### config.mk
export PLATFORM = sky130hd
export DESIGN_NAME = ddram_avl_bridge
export DESIGN_NICKNAME = d
export VERILOG_FILES = /design/src/rtl/ddram_avl_bridge.sv
export SDC_FILE = /design/constraint.sdc
export NUM_CORES = 1
export LEC_CHECK = 0
export BUFFER_PORTS_ARGS = -buffer_cell sky130_fd_sc_hd__buf_2
export CAP_MARGIN = 15
export CORE_MARGIN = 5
export CORE_UTILIZATION = 31
export CTS_BUF_LIST = sky130_fd_sc_hd__clkbuf_16
export DETAILED_ROUTE_END_ITERATION = 10
export PLACE_DENSITY = 0.66
export SLEW_MARGIN = 20
export SYNTH_ARGS = -nofsm -noshare
export SYNTH_HDL_FRONTEND = slang
export SYNTH_SLANG_ARGS = --single-unit
### constraint.sdc
create_clock -name clk -period 6.3 [get_ports clk]
set_clock_uncertainty 0.05 [all_clocks]
set_input_delay 1.26 -clock clk [delete_from_list [all_inputs] [get_ports clk]]
set_output_delay 1.26 -clock clk [all_outputs]
set_load 0.01 [all_outputs]
### src/rtl/ddram_avl_bridge.sv
// ============================================================================
//  Module      : ddram_avl_bridge
//  Description : Bridges the single-requestor DDRAM read/write request port
//                onto an Avalon-MM host (reads burst, writes single beat).
//  Revision    : 1.0 - initial release
// ============================================================================
`default_nettype none

module ddram_avl_bridge (
    input  logic        clk,
    input  logic        reset_n,

    input  logic [28:0] rd_addr,
    input  logic [7:0]  rd_burstcnt,
    input  logic        rd_req,
    output logic        rd_ack,
    output logic [63:0] rd_data,
    output logic        rd_data_valid,

    input  logic [28:0] wr_addr,
    input  logic [7:0]  wr_burstcnt,
    input  logic [63:0] wr_data,
    input  logic [7:0]  wr_be,
    input  logic        wr_req,
    output logic        wr_ack,
    output logic        wr_busy,

    output logic [28:0] avl_address,
    output logic [7:0]  avl_burstcount,
    output logic        avl_read,
    output logic        avl_write,
    output logic [63:0] avl_writedata,
    output logic [7:0]  avl_byteenable,
    input  logic        avl_waitrequest,
    input  logic [63:0] avl_readdata,
    input  logic        avl_readdatavalid,

    output logic        stray_rd
);

    localparam logic [2:0] S_IDLE    = 3'd0;
    localparam logic [2:0] S_RD_CMD  = 3'd1;
    localparam logic [2:0] S_RD_DATA = 3'd2;
    localparam logic [2:0] S_WR_CMD  = 3'd3;
    localparam logic [2:0] S_WR_ACK  = 3'd4;

    logic [2:0] r_state;
    logic [2:0] w_state_nxt;
    logic [7:0] r_remain;
    logic       w_wr_burst_unused;

    assign w_wr_burst_unused = |wr_burstcnt;

    always_comb begin
        w_state_nxt = r_state;
        case (r_state)
            S_IDLE: begin
                if (wr_req)
                    w_state_nxt = S_WR_CMD;
                else if (rd_req)
                    w_state_nxt = S_RD_CMD;
            end
            S_RD_CMD: begin
                if (!avl_waitrequest)
                    w_state_nxt = S_RD_DATA;
            end
            S_RD_DATA: begin
                // remain==0 only when the sole beat arrived with command acceptance
                if (r_remain == 8'd0)
                    w_state_nxt = S_IDLE;
                else if (avl_readdatavalid && (r_remain == 8'd1))
                    w_state_nxt = S_IDLE;
            end
            S_WR_CMD: begin
                if (!avl_waitrequest)
                    w_state_nxt = S_WR_ACK;
            end
            S_WR_ACK: w_state_nxt = S_IDLE;
            default:  w_state_nxt = S_IDLE;
        endcase
    end

    always_ff @(posedge clk or negedge reset_n) begin
        if (!reset_n) begin
            r_state        <= S_IDLE;
            r_remain       <= 8'd0;
            rd_ack         <= 1'b0;
            rd_data        <= 64'd0;
            rd_data_valid  <= 1'b0;
            wr_ack         <= 1'b0;
            wr_busy        <= 1'b0;
            avl_address    <= 29'd0;
            avl_burstcount <= 8'd0;
            avl_read       <= 1'b0;
            avl_write      <= 1'b0;
            avl_writedata  <= 64'd0;
            avl_byteenable <= 8'd0;
            stray_rd       <= 1'b0;
        end else begin
            r_state       <= w_state_nxt;
            rd_ack        <= 1'b0;
            rd_data_valid <= 1'b0;
            wr_ack        <= 1'b0;
            wr_busy       <= (w_state_nxt != S_IDLE) || avl_waitrequest;

            case (r_state)
                S_IDLE: begin
                    if (wr_req) begin
                        avl_address    <= wr_addr;
                        avl_writedata  <= wr_data;
                        avl_byteenable <= wr_be;
                        avl_burstcount <= 8'd1;
                        avl_write      <= 1'b1;
                    end else if (rd_req) begin
                        avl_address    <= rd_addr;
                        avl_burstcount <= (rd_burstcnt == 8'd0) ? 8'd1 : rd_burstcnt;
                        avl_read       <= 1'b1;
                    end
                    if (avl_readdatavalid)
                        stray_rd <= 1'b1;
                end
                S_RD_CMD: begin
                    if (!avl_waitrequest) begin
                        avl_read <= 1'b0;
                        rd_ack   <= 1'b1;
                        if (avl_readdatavalid) begin
                            rd_data       <= avl_readdata;
                            rd_data_valid <= 1'b1;
                            r_remain      <= avl_burstcount - 8'd1;
                        end else begin
                            r_remain <= avl_burstcount;
                        end
                    end else if (avl_readdatavalid) begin
                        stray_rd <= 1'b1;
                    end
                end
                S_RD_DATA: begin
                    if (avl_readdatavalid) begin
                        if (r_remain != 8'd0) begin
                            rd_data       <= avl_readdata;
                            rd_data_valid <= 1'b1;
                            r_remain      <= r_remain - 8'd1;
                        end else begin
                            stray_rd <= 1'b1;
                        end
                    end
                end
                S_WR_CMD: begin
                    if (!avl_waitrequest) begin
                        avl_write <= 1'b0;
                        wr_ack    <= 1'b1;
                    end
                    if (avl_readdatavalid)
                        stray_rd <= 1'b1;
                end
                default: begin
                    if (avl_readdatavalid)
                        stray_rd <= 1'b1;
                end
            endcase
        end
    end

endmodule

`default_nettype wire

==> run summary <==
Synth-to-Final Area Change: 34.9%
Residual DRC count: 0
Delay-heaviest family, CP: simple AND/OR/NAND/NOR gates
Power Density: 524 nW/um2
Syn_nets: 785
Clk sinks: 191
Via/cell ratio: 4.52
HP Start: stray_rd
CP Cell Sequence: buf_2 -> and2_4 -> mux2_2
Req. time, crit path: 6.55 ns
Clock transition at path regs: 0.07 ns
Nets: 1159
HP Class: reg -> reg
H-tree depth: 4
Pleak: 5.53 nW
Post-Synthesis Cell Area: 7980 um2
Initial Util: 31.6%
Largest net degree at the start of global routing: 104
Crit-path max FO: 73
Maxcap violations: 0
Post-Synthesis Cells: 565
Vias in the first global route: 6150
Diode count: 0
Die Area: 29100 um2
Worst EP arrival: 3.41 ns
Total Routing Usage GR: 14.1%
Worst-Skew Late Latency: 0.42 ns
Slew margin rel.: 33.3%
Slowest cell delay on critical path: 0.93 ns
Post-layout minimum cycle time: 3.15 ns
Post-synth top flop: dfrtp_1
Mapped Avg Cell Area: 14.1 um2
Core area: 25300 um2
Fin Hold WS: 0.401 ns
FMAX: 317 MHz
Post-route ant nets: 0
FFs w/ async S/R, synth: 100%
Final Cycle Share: 50.1%
Vias: 5785
Ys Warns: 0
Clk buf depth: 2
Root Driver: clkbuf_16
Crit path buf inv count: 1
# setup viols final: 0
Inserted Clock Buffers: 17
HPWL Detailed: 16.2 mm
Die height: 170 um
DRT iter0 DRCs: 323
RSZ-0062 raised after global routing: false
Avg WL per Cell: 16.7 um
Startpoint types: primary input
Critical path type: in -> reg
I/O Pins: 396
Synthesized flop and latch total: 191
Register area share after synthesis: 59.9%
Final Max Slew Viols: 0
Reg-to-reg startpoint: r_state[1]
Die W: 170 um
Congestion Overflow GR: 0
Library cells used by synthesis: 43
WL final: 21.4 mm
Setup bufs post-CTS: 0
Hold Vio Cnt, Final: 0
Hold buffer count at CTS: 0
Crit-path slowest cell: and2_4
Share of cells above drive strength 1: 59.2%
TritonRoute pass-1 iters: 4
Post-CTS Resized: 0
First-pass GRT wire length: 32.7 mm
Row count: 58
Status: completed
Final worst setup slack: 3.15 ns
CTS tree: built
Peak VDD IR: 214 uV
Number of flops mapped to enable cells by yosys: 0
Placer Congestion: 0.837
CP startpoint: wr_req
Endpoint class of the critical path: flip-flop
Pre-CTS setup slack: 2.68 ns
Setup TNS: 0 ns
Antenna violations before repair: 0
Port bufs: 387
Worst Max-Slew Pin Slew: 1.00 ns
## cells by family after synthesis
logic type	share of synthesized area, %
flops	59.9
mux	25.3
simple gates	5.27
compound gates	5.35
buf+inv	2.85
xor+xnor	0.768
fa+ha+maj	0.627
## layout make-up
cell class	count	area, um2
multi-input combinational	332	2990
clock buffer	17	425
clock inverter	14	156
tap	330	413
timing repair buffer	390	1980
inverter	7	26.3
sequential	191	4780
fill	2403	14500
## stage by stage
stage | power [mW] | cell area, um2 | utilization, % | instances
2_1_floorplan | 3.69 | 7980 | - | 565
3_3_place_gp | 4.58 | 10200 | 40.3 | 1250
3_5_place_dp | 4.64 | 10200 | 40.3 | 1250
4_1_cts | 5.74 | 10800 | 42.6 | 1281
5_1_grt | 6.06 | 10800 | 42.6 | 1281
6_report | 5.65 | 10800 | 42.6 | 1281
## sequential cells by signal, summed over array words and instances (netlist names), 3 cells and up
name / flops
rd_data: 64
r_remain: 8
avl_writedata: 64
r_state: 3
avl_burstcount: 8
avl_address: 29
avl_byteenable: 8
## per-layer routing
layer | up-vias | GRT usage, % | wire length [um] | share of wire, %
li1 | 2730 | - | - | -
met5 | - | 0 | 0 | 0
met2 | 293 | 23.7 | 10300 | 48
met3 | 19 | 5.51 | 2310 | 11
met1 | 2743 | 16.9 | 8420 | 39
met4 | 0 | 3.82 | 374 | 1.7
## synthesized netlist by cell type (2+ instances only)
| cell | number | share of area (%) |
|---|---|---|
| a21oi_1 | 14 | 0.88 |
| buf_2 | 8 | 0.50 |
| o211ai_1 | 2 | 0.19 |
| dfrtp_1 | 191 | 60 |
| nand3_1 | 3 | 0.19 |
| a22o_1 | 9 | 0.99 |
| a31oi_1 | 2 | 0.16 |
| nand2b_1 | 4 | 0.31 |
| nand2_1 | 40 | 1.9 |
| mux2_2 | 87 | 12 |
| or3_1 | 3 | 0.24 |
| mux2_4 | 49 | 9.2 |
| clkbuf_1 | 18 | 0.85 |
| xnor2_1 | 4 | 0.44 |
| inv_1 | 7 | 0.33 |
| buf_6 | 8 | 1.1 |
| o21ai_0 | 38 | 2.4 |
| nor2_1 | 7 | 0.33 |
| nor4_1 | 3 | 0.24 |
| ha_1 | 4 | 0.63 |
| nor3_1 | 10 | 0.63 |
| mux2i_1 | 30 | 3.8 |
| xor2_1 | 3 | 0.33 |
| nor3b_1 | 2 | 0.19 |
## power by group
part | switching, mW | total [mW] | internal (mW) | leakage (nW)
Combinational | 1.16 | 2.39 | 1.23 | 2.97
Sequential | 0.348 | 2.19 | 1.84 | 2.29
Clock | 0.510 | 1.07 | 0.561 | 0.271
Total | 2.02 | 5.65 | 3.63 | 5.53
## placed cells by master, fill, tap and decap left out, drive strengths merged, types with 2 or more instances in the layout
master | netlist | routed
nand2b | 4 | 4
xnor2 | 4 | 4
nor3 | 10 | 10
nor4 | 3 | 3
or3 | 3 | 3
clkinvlp | 0 | 4
buf | 17 | 389
a31oi | 2 | 2
nand3 | 3 | 3
a21oi | 15 | 15
a22o | 9 | 9
clkbuf | 18 | 18
ha | 4 | 4
inv | 7 | 12
nor2 | 7 | 7
xor2 | 3 | 3
clkinv | 0 | 4
mux2i | 30 | 30
mux2 | 136 | 136
o21ai | 39 | 39
nand2 | 40 | 40
dfrtp | 191 | 191
o211ai | 2 | 2
nor3b | 2 | 2
## worst reg2reg max path, stage by stage (launching register included)
cell     delay, ns
dfrtp_1       0.55
nor2b_2       0.22
and2b_1       0.34
a21oi_2       0.12
or4b_4        0.56
buf_4         0.43
mux2_4        0.49
## path summary, 6_finish.rpt
path	endpoint	slack, ns	depth (start not counted)
hold / removal	stray_rd	0.40	1
setup / recovery	avl_writedata[13]	3.15	3
max in group asynchronous	avl_address[9]	4.34	2
hold reg to reg	stray_rd	0.40	1
min in group asynchronous	avl_address[10]	0.82	1
setup reg to reg	rd_data[13]	3.43	6
No activity file was read; power rests on OpenSTA's default activity.
